File: src/rtl/ripple_count_sampler.sv
// ripple_count_sampler: samples an async 4-bit ripple counter into a wrap-extended count with valid/ready output; define SKIP_DETECT_EN for sticky Skip_err
module ripple_count_sampler #(
  parameter int WRAP_W = 8
) (
  input  logic              Clk,
  input  logic              Reset,
  input  logic [3:0]        Q_in,
  input  logic              Clear,
  input  logic              Out_ready,
  output logic [WRAP_W+3:0] Ext_count,
  output logic              Out_valid,
  output logic              Wrap,
  output logic              Skip_err
);
  typedef enum logic {INIT, TRACK} state_t;
  state_t state, state_d;
  logic [3:0] s1, s2, s3, l;
  logic [WRAP_W-1:0] high, high_nx;
  logic stable, absorb, accept, wrap_inf;
  // sample qualification, wrap inference and next state
  always_comb begin
    stable = s2 == s3;
    absorb = state == INIT && stable;
    accept = state == TRACK && stable && s2 != l;
    wrap_inf = s2 < l;
    high_nx = high + WRAP_W'(wrap_inf);
    state_d = Clear ? INIT : absorb ? TRACK : state;
  end
  // two-flop synchronizer plus a third stage to detect a settled code
  always_ff @(posedge Clk or negedge Reset)
    if (!Reset) begin
      s1 <= '0;
      s2 <= '0;
      s3 <= '0;
    end else begin
      s1 <= Q_in;
      s2 <= s1;
      s3 <= s2;
    end
  // state register
  always_ff @(posedge Clk or negedge Reset)
    if (!Reset) state <= INIT;
    else state <= state_d;
  // last accepted low value, wrap count, output register and handshake
  always_ff @(posedge Clk or negedge Reset)
    if (!Reset) begin
      l <= '0;
      high <= '0;
      Ext_count <= '0;
      Out_valid <= 1'b0;
      Wrap <= 1'b0;
    end else if (Clear) begin
      high <= '0;
      Out_valid <= 1'b0;
      Wrap <= 1'b0;
    end else begin
      Wrap <= accept && wrap_inf;
      if (absorb || accept) l <= s2;
      if (accept) begin
        high <= high_nx;
        Ext_count <= {high_nx, s2};
        Out_valid <= 1'b1;
      end else if (Out_ready) Out_valid <= 1'b0;
    end
`ifdef SKIP_DETECT_EN
  logic [3:0] delta;
  assign delta = s2 - l;
  // sticky flag for any accepted step other than +1
  always_ff @(posedge Clk or negedge Reset)
    if (!Reset) Skip_err <= 1'b0;
    else if (Clear) Skip_err <= 1'b0;
    else if (accept && delta != 4'd1) Skip_err <= 1'b1;
`else
  assign Skip_err = 1'b0;
`endif
endmodule

File: config.mk
export PLATFORM = sky130hd
export DESIGN_NAME = ripple_count_sampler
export DESIGN_NICKNAME = d
export VERILOG_FILES = /design/src/rtl/ripple_count_sampler.sv
export SDC_FILE = /design/constraint.sdc
export NUM_CORES = 1
export LEC_CHECK = 0
export CORE_UTILIZATION = 45
export CTS_CLUSTER_SIZE = 40
export DETAILED_ROUTE_END_ITERATION = 10
export PLACE_DENSITY_LB_ADDON = 0.25
export RECOVER_POWER = 100
export SLEW_MARGIN = 40
export SYNTH_ARGS = -nofsm -noshare
export SYNTH_HDL_FRONTEND = slang
export SYNTH_SLANG_ARGS = --single-unit
File: constraint.sdc
create_clock -name Clk -period 2.38 [get_ports Clk]
set_input_delay 0.476 -clock Clk [delete_from_list [all_inputs] [get_ports Clk]]
set_output_delay 0.476 -clock Clk [all_outputs]
set_load 0.1 [all_outputs]
==> flow_metrics.env <==
export IMPL_syn_inst=132
export IMPL_final_routed_drc_violation_total=0
export IMPL_worstRegToRegCells=12
export IMPL_netlist_area_mm2=0.001694
export IMPL_critPathRequiredTime_ps=2600
export IMPL_synth_sequential_area_ratio=0.5761
export IMPL_initial_antenna_violation_count=0
export IMPL_timing_clock_skew_ps=8.339
export IMPL_yosysUniqueCellTypes=30
export IMPL_routed_length_per_instance_um=14.35
export IMPL_slowest_stage="or4_1"
export IMPL_synth_warnings=0
export IMPL_fmax_mhz=417.8
export IMPL_placement_io_buffers=21
export IMPL_crit_type="register to register"
export IMPL_initial_utilization=0.4885
export IMPL_clk_insertion_delay_late_ps=290
export IMPL_number_of_enable_flip_flop_cells_after_synthesis=0
export IMPL_postCtsSetupRepairBufs=0
export IMPL_critPathMaxFanout=3
export IMPL_slew_headroom=0.2200
export IMPL_synth_area_top_cells="dfrtp_1, mux2_2, mux2_4"
export IMPL_final_max_slew_viol_count=0
export IMPL_totalWireLength_um=3056
export IMPL_worst_hold_path_type="input port to asynchronous set/reset pin"
export IMPL_post_synthesis_async_set_or_reset_flop_share=1.000
export IMPL_die_height_um=63.36
export IMPL_critical_path_arrival_ps=2620
export IMPL_dp_hpwl_um=2143
export IMPL_rows=21
export IMPL_drive_above_1_share=0.3174
export IMPL_setup_viol_count_final=1
export IMPL_crit_path_cell_chain="inv_2, ha_4, nor2b_4, o21ai_2, nand2b_1, a21oi_2, ha_2, ha_4, nand3_4, or2_4, or4_1, a21oi_2"
export IMPL_cp_start_kind="register"
export IMPL_die_width_um=63.36
export IMPL_design_die_area_mm2=0.004014
export IMPL_via_per_inst=5.216
export IMPL_max_stage_delay_ps=410
export IMPL_powerDensity_mw_per_mm2=689.8
export IMPL_period_share=1.006
export IMPL_period_needed_ps=2394
export IMPL_dominantRegCellSynth="dfrtp_1"
export IMPL_ctsHoldBuffers=0
export IMPL_vias_in_the_first_global_route=1093
export IMPL_violated_checks="setup timing"
export IMPL_areaGrowthSynthToFinish_pct=23.86
export IMPL_postPlaceCellArea_mm2=0.002033
export IMPL_timing_final_ws_setup_ps=-13.52
export IMPL_yosys_area_top_type="dfrtp_1"
export IMPL_cts_reportedPaths_clkPinSlew_ps=70
export IMPL_post_synth_cell_area_avg_um2=12.83
export IMPL_max_h_tree_level=2
export IMPL_initialDrtViolationCount=12
export IMPL_grt_setup_unrepaired="true"
export IMPL_total_leakage_power_nw=0.9131
export IMPL_finish_instance_area_mm2=0.002098
export IMPL_worst_hold_slack_ps=312.7
export IMPL_synth_largest_type_area_fraction=0.5761
export IMPL_maxcap_violations=0
export IMPL_pin_count_of_the_biggest_net_entering_global_routing=40
export IMPL_ctsRootBufferMaster="clkbuf_8"
export IMPL_grtUsageTotal=0.1699
export IMPL_design_final_nets=182
export IMPL_status="finished with violations"
export IMPL_worst_ir_drop_vdd_mv=0.4273
export IMPL_hold_viol_final=0
export IMPL_first_pass_grt_wire_length_um=5078
export IMPL_antenna_cells=0
export IMPL_dr_pass1_iters=4
export IMPL_clockBufferDepth=2
export IMPL_worst_slew_pin_slew_ps=1175
export IMPL_via_count=1111
export IMPL_utilization=0.6050
export IMPL_gp_congestion=0.7922
export IMPL_numCtsBuffers=5
export IMPL_synth_nets=146
export IMPL_clock_tree_from_tritoncts="done"
export IMPL_drt_antenna_violating_nets=0
export IMPL_core_area_mm2=0.003468
export IMPL_overflow_left_after_global_routing=0
export IMPL_setup_worst_path_end_class="register"
export IMPL_ys_seq_elements=39
export IMPL_clock_sinks=39
export IMPL_design_portCount=23
## cell type report
cell class	count	area [µm²]
fillers	306	1370
flip-flops and latches	39	975.9
multi-input cells	82	765.7
repair buffers	34	203.9
clock buffers	6	72.57
well taps	46	57.56
inverters	6	22.52
## placed cells by master, fill, tap and decap left out, types with 3 or more instances in the layout
cell type | synthesis | routed
a21oi_1 | 10 | 5
a21oi_2 | 0 | 5
buf_4 | 1 | 10
clkbuf_1 | 3 | 18
clkbuf_8 | 0 | 5
dfrtp_1 | 39 | 39
dlygate4sd3_1 | 0 | 4
ha_1 | 6 | 3
inv_1 | 6 | 5
mux2_2 | 10 | 10
mux2_4 | 6 | 6
nand2_1 | 3 | 3
nand4_1 | 4 | 4
o21ai_0 | 4 | 3
o31ai_1 | 4 | 4
or3_1 | 3 | 3
xnor2_1 | 8 | 8
## flip-flops by register name, indices dropped and copies added, names as in the netlist
name / cells
Ext_count: 12
high: 8
l: 4
s1: 4
s2: 4
s3: 4
Out_valid: 1
Wrap: 1
state: 1
## cell usage after synthesis (all sizes together) (3+ instances only)
cell / instances
o21ai: 4
inv: 6
or4: 4
nand2: 3
ha: 6
clkbuf: 3
a21oi: 10
nand4: 5
o31ai: 4
mux2: 16
dfrtp: 39
xnor2: 8
or3: 3
nand3: 3
## final timing paths
| path | startpoint | endpoint | slack [ps] |
|---|---|---|---|
| setup / recovery | l[1] | high[6] | -10 |
| hold / removal | Reset | high[1] | 310 |
| setup reg to reg | l[1] | high[6] | -10 |
| hold reg to reg | s1[1] | s2[1] | 350 |
| max in group asynchronous | Reset | high[4] | 1490 |
| min in group Clk | s1[1] | s2[1] | 350 |
## report_power, final
| part | switching (mW) | leakage (nW) | internal, mW |
|---|---|---|---|
| Clock | 0.202 | 0.0371 | 0.195 |
| Sequential | 0.0257 | 0.509 | 0.710 |
| Combinational | 0.190 | 0.367 | 0.125 |
## worst max-delay path, delay by kind of cell (launching register included)
kind | cells | cell delay (ps)
adders and majority gates | 3 | 580
AOI/OAI and AO/OA | 3 | 370
and+or+nand+nor | 5 | 920
buffers and inverters | 1 | 70
DFF | 1 | 380
## stage by stage
| step | worst slack (ps) | std cells | power (mW) | setup TNS (ps) |
|---|---|---|---|---|
| floorplan | -14.72 | 132 | 0.9410 | -14.72 |
| global route | -135.1 | 213 | 1.527 | -327.7 |
| detailed placement | -44.36 | 207 | 1.036 | -44.36 |
| global placement | 4.183 | 207 | 1.028 | 0 |
| finish | -13.52 | 213 | 1.447 | -13.52 |
| CTS | -34.55 | 213 | 1.443 | -34.55 |
## metal layers
layer / global-route usage / vias up / part of all wire
met2: 0.2460 / 21 / 0.46
met4: 0.07670 / 0 / 0.018
met5: 0 / - / 0
met3: 0.05435 / 7 / 0.037
met1: 0.2315 / 545 / 0.48
li1: - / 538 / -
## timing repair
action,in CTS,in global routing
setup endpoints to repair,2,10
hold endpoints to repair,0,0
gates resized for setup,1,13
pin swaps,1,6
## cell families after synthesis
kind of cell	count (synthesis)	synth area share
DFF	39	0.5761
and+or+nand+nor	28	0.1063
AOI/OAI and AO/OA	21	0.07239
muxes	16	0.1196
buffers and inverters	11	0.02732
xor gates and xnor gates	10	0.05170
adders and majority gates	6	0.04431
other	1	0.002214
(Power assumes the default switching activity.)
==> edit 1 (same flow settings) <==
Add a define of `SKIP_DETECT_EN`.
--- a/src/rtl/ripple_count_sampler.sv
+++ b/src/rtl/ripple_count_sampler.sv
@@ -1,2 +1,4 @@
 // ripple_count_sampler: samples an async 4-bit ripple counter into a wrap-extended count with valid/ready output; define SKIP_DETECT_EN for sticky Skip_err
+`define SKIP_DETECT_EN
+
 module ripple_count_sampler #(
Formal check against the unedited RTL: not equivalent (a bounded check fails within 10 cycles, from zero or initial values and one cycle with Reset low).
==> edit 1 against the unedited design <==
- the run still ends with negative setup slack left
- sequential cell count up 1
- synthesized area increased by 5.2%
- setup slack worse by 0.24 ns
- final area grew 5.2%
- sequential share of layout area shrank 1.2 points
- cell count is 6.6% higher
- routed wire length is 21% higher
- critical path type unchanged
- die area is 5.0% higher
- non-clock buffer count up 3
- power rose by 11%
==> edit 1: results (changes against the unedited design) <==
Placed design
  • DP HPWL: 2580 µm (+20%)
  • Final weighted congestion of routability-driven global placement: 0.799 (+0.83%)
  • Pre-CTS setup slack: -0.247 ns (-0.202 ns)
  • Placement Cell Area: 2130 µm² (+5.0%)

STA
  • Setup total negative slack: -1.21 ns (-1.19 ns)
  • Slew HR: 22.4% (+0.43 points)
  • Worst Skew: 0.00675 ns (-0.00158 ns)
  • Worst setup slack after layout: -0.257 ns (-0.243 ns)
  • Number of setup violations in the final report: 9 (+8)

Logic synthesis
  • Top area cells in the synthesized netlist: sky130_fd_sc_hd__dfrtp_1 (56%), sky130_fd_sc_hd__mux2_2 (10%), sky130_fd_sc_hd__ha_1 (4.9%)
  • Adder-cell share of the synthesized area: 6.04% (+1.6 points)
  • Count of different cell masters after synthesis: 34 (+13%)
  • Fraction of synthesized cell area in xor and xnor cells: 5.41% (+0.24 points)
  • Post-synthesis sequential area ratio: 56.2% (-1.4 points)
  • Share of synthesized area spent on multiplexers: 10.7% (-1.3 points)

Worst setup path
  • Top delay family on crit path: adder cells
  • Data arrival at the endpoint of the critical path: 2.86 ns (+0.24 ns)
  • CP max stage cell: sky130_fd_sc_hd__or4_4
  • Launch point of the worst path: s2[0]

Drt
  • Mean number of vias per cell: 5.47 (+4.8%)
  • Iteration-0 DRC Markers: 73 (+61)

Run status
  • Outcome: complete, but fails checks
  • Violations in the final reports: negative setup slack

Clock network
  • Post-CTS Setup Inserts: 1 (+1)

Layout
  • Layout filler cell count: 338 (+10%)
  • Layout Nets: 194 (+6.6%)

Power and ir drop
  • Fraction of power consumed by the clock network: 28.9% (+1.5 points)
  • Maximum vdd ir drop: 392 µV (-8.3%)
==> edit 1: layout make-up <==
type                       instances  area [µm²]  area share, %
timing repair buffer              37         226           10.3
clock buffer                       6        82.6           3.74
tap                               48        60.1           2.72
sequential                        40        1000           45.3
clock inverter                     2        10.0          0.453
multi-input combinational         86         798           36.1
inverter                           8        30.0           1.36
==> edit 1: metrics by stage <==
stage / util [%] / hold slack [ns] / instances / power (mW)
3_3_place_gp: 57.4 / 0.333 / 217 / 1.12
6_report: 59.4 / 0.323 / 227 / 1.60
4_1_cts: 60.7 / 0.157 / 226 / 1.62
3_5_place_dp: 57.4 / 0.338 / 217 / 1.15
5_1_grt: 59.4 / 0.362 / 227 / 1.68
2_1_floorplan: - / 0.180 / 138 / 1.03
==> edit 1: layer usage <==
metal	part of all wire [%]	GRT usage (%)	wire length, µm
met1	39	20.3	1460
met2	55	36.5	2030
met3	3.4	5.63	127
met4	2.5	10.6	91
met5	0	0	0
==> edit 2 (same flow settings) <==
Without the edit above. Put one more register stage on the output `Ext_count`, cleared by the reset. The value now appears one clock later. The other outputs are not delayed to match.
--- a/src/rtl/ripple_count_sampler.sv
+++ b/src/rtl/ripple_count_sampler.sv
@@ -15,2 +15,4 @@
   typedef enum logic {INIT, TRACK} state_t;
+
+  logic [WRAP_W+3:0] Ext_count_s0;
   state_t state, state_d;
@@ -48,3 +50,3 @@
       high <= '0;
-      Ext_count <= '0;
+      Ext_count_s0 <= '0;
       Out_valid <= 1'b0;
@@ -60,3 +62,3 @@
         high <= high_nx;
-        Ext_count <= {high_nx, s2};
+        Ext_count_s0 <= {high_nx, s2};
         Out_valid <= 1'b1;
@@ -75,2 +77,10 @@
 `endif
+  always_ff @(posedge Clk or negedge Reset) begin
+    if (!Reset) begin
+      Ext_count <= '0;
+    end else begin
+      Ext_count <= Ext_count_s0;
+    end
+  end
+
 endmodule
Formal check against the unedited RTL: not equivalent (Yosys sat finds a counterexample within 10 cycles, from zero or initial values and one cycle with Reset low).
==> edit 2 against the unedited design <==
- the flow still finishes with violations (negative setup slack)
- critical endpoint unchanged
- setup slack got worse by 0.0038 ns
- core utilization fell by 2.1 points
- sequential power up 34%
- sequential cell count up 12
- final area grew 15%
- largest cell class unchanged
- count of clock-buffer cells in the layout stayed put
- synthesized area is 18% higher
- routed wire length up 16%
- combinational power is 47% higher
- worst hold slack better by 0.043 ns
- power grew 33%
==> edit 2: results (changes against the unedited design) <==
Run status
  • Outcome: complete, but fails checks
  • Violations in the final reports: negative setup slack

STA
  • Setup total negative slack: -0.0173 ns (-0.00378 ns)
  • Worst Skew: 0.00947 ns (+0.00113 ns)
  • Number of setup violations in the final report: 1 (unchanged)
  • Worst setup slack after layout: -0.0173 ns (-0.00378 ns)

Min path
  • Hold worst-path end: s2[2]
  • Type of the tightest min-delay check: flop to flop

GRT
  • Wire length of the first global-routing pass: 6120 µm (+21%)
  • GR Util met2: 29.3% (+4.7 points)
  • GRT Util Overall: 18.5% (+1.5 points)
  • Pin count of the biggest net entering global routing: 27 (-33%)
  • Routing usage on met3: 4.93% (-0.50 points)

Power and ir drop
  • Maximum vdd ir drop: 441 µV (+3.2%)
  • Static leakage power: 1.07 nW (+17%)

Logic synthesis
  • Total nets after synthesis: 166 (+14%)
  • Post-synthesis sequential area ratio: 63.6% (+6.0 points)
  • Top area cells in the synthesized netlist: sky130_fd_sc_hd__dfrtp_1 (64%), sky130_fd_sc_hd__a21oi_1 (4.5%), sky130_fd_sc_hd__xnor2_1 (4.4%)
  • Count of different cell masters after synthesis: 31 (+3.3%)
  • Most used standard cells in the synthesized netlist: sky130_fd_sc_hd__dfrtp_1 (51), sky130_fd_sc_hd__a21oi_1 (18), sky130_fd_sc_hd__xnor2_1 (10), sky130_fd_sc_hd__inv_1 (7)

Placed design
  • Pre-CTS setup slack: -0.120 ns (-0.0754 ns)
  • Final weighted congestion of routability-driven global placement: 0.747 (-5.7%)
  • DP HPWL: 2470 µm (+15%)

Layout
  • Largest registers: Ext_count (12), Ext_count_s0 (12), high (8)
  • Layout Nets: 205 (+13%)

Drt
  • Mean number of vias per cell: 5.29 (+1.3%)
  • Routed length per placed instance: 14.7 µm (+2.5%)
==> edit 2: cell types whose count changed in the layout (fill, tap and decap cells not counted), moves of 3 or more <==
| cell | delta |
|---|---|
| sky130_fd_sc_hd__mux2_1 | +5 |
| sky130_fd_sc_hd__dfrtp_1 | +12 |
| sky130_fd_sc_hd__a21oi_1 | +10 |
| sky130_fd_sc_hd__nand3_1 | +3 |
| sky130_fd_sc_hd__mux2_2 | -4 |
| sky130_fd_sc_hd__mux2_4 | -6 |
==> edit 2: area by class of cell <==
type                            instances  share of cell area, %
Clock buffer                            6                   3.00
Clock inverter                          2                  0.517
Inverter                                7                   1.09
Multi-Input combinational cell         89                   31.1
Sequential cell                        51                   52.7
Tap cell                               50                   2.58
Timing Repair Buffer                   37                   9.04
==> edit 2: what timing repair did <==
item	CTS	global route
setup buffers	1	2
resized for setup	4	7
pin swaps	3	2
setup endpoints to repair	5	4
==> edit 2: logic make-up after synthesis <==
kind of cell / share of synthesized area [%]
AO/OA/AOI/OAI: 8.36
buffers and inverters: 2.62
adder cells (fa/ha/maj): 3.74
other: 0.187
flip-flops: 63.6
XOR/XNOR: 4.37
AND/OR/NAND/NOR: 10.9
multiplexers: 6.18
==> edit 2: routing by layer <==
layer / share of wire [%] / routed length, µm
met1: 46 / 1650
met2: 47 / 1680
met3: 4.6 / 164
met4: 2.1 / 74
met5: 0 / 0
==> edit 2: through the flow <==
step / area (µm²) / hold WS [ns] / utilization (%) / instances
3_3_place_gp: 2350 / 0.334 / 56.8 / 231
5_1_grt: 2420 / 0.363 / 58.4 / 242
6_report: 2420 / 0.355 / 58.4 / 242
2_1_floorplan: 2040 / 0.180 / - / 152
3_5_place_dp: 2350 / 0.336 / 56.8 / 231
4_1_cts: 2460 / 0.186 / 59.3 / 240
==> edit 2: worst max path at each step <==
stage                      from      end  cells past startpoint
after floorplan           s2[1]  high[6]                     11
after global placement     l[1]  high[6]                     12
after detailed placement   l[1]  high[6]                     12
after CTS                  l[1]  high[6]                     12
after global routing       l[1]  high[5]                     11
final                      l[1]  high[6]                     12
==> edit 2: power by group <==
part           switching (mW)  total [mW]  internal [mW]
clock network           0.271       0.477          0.206
registers              0.0388       0.986          0.947
logic                   0.321       0.464          0.143
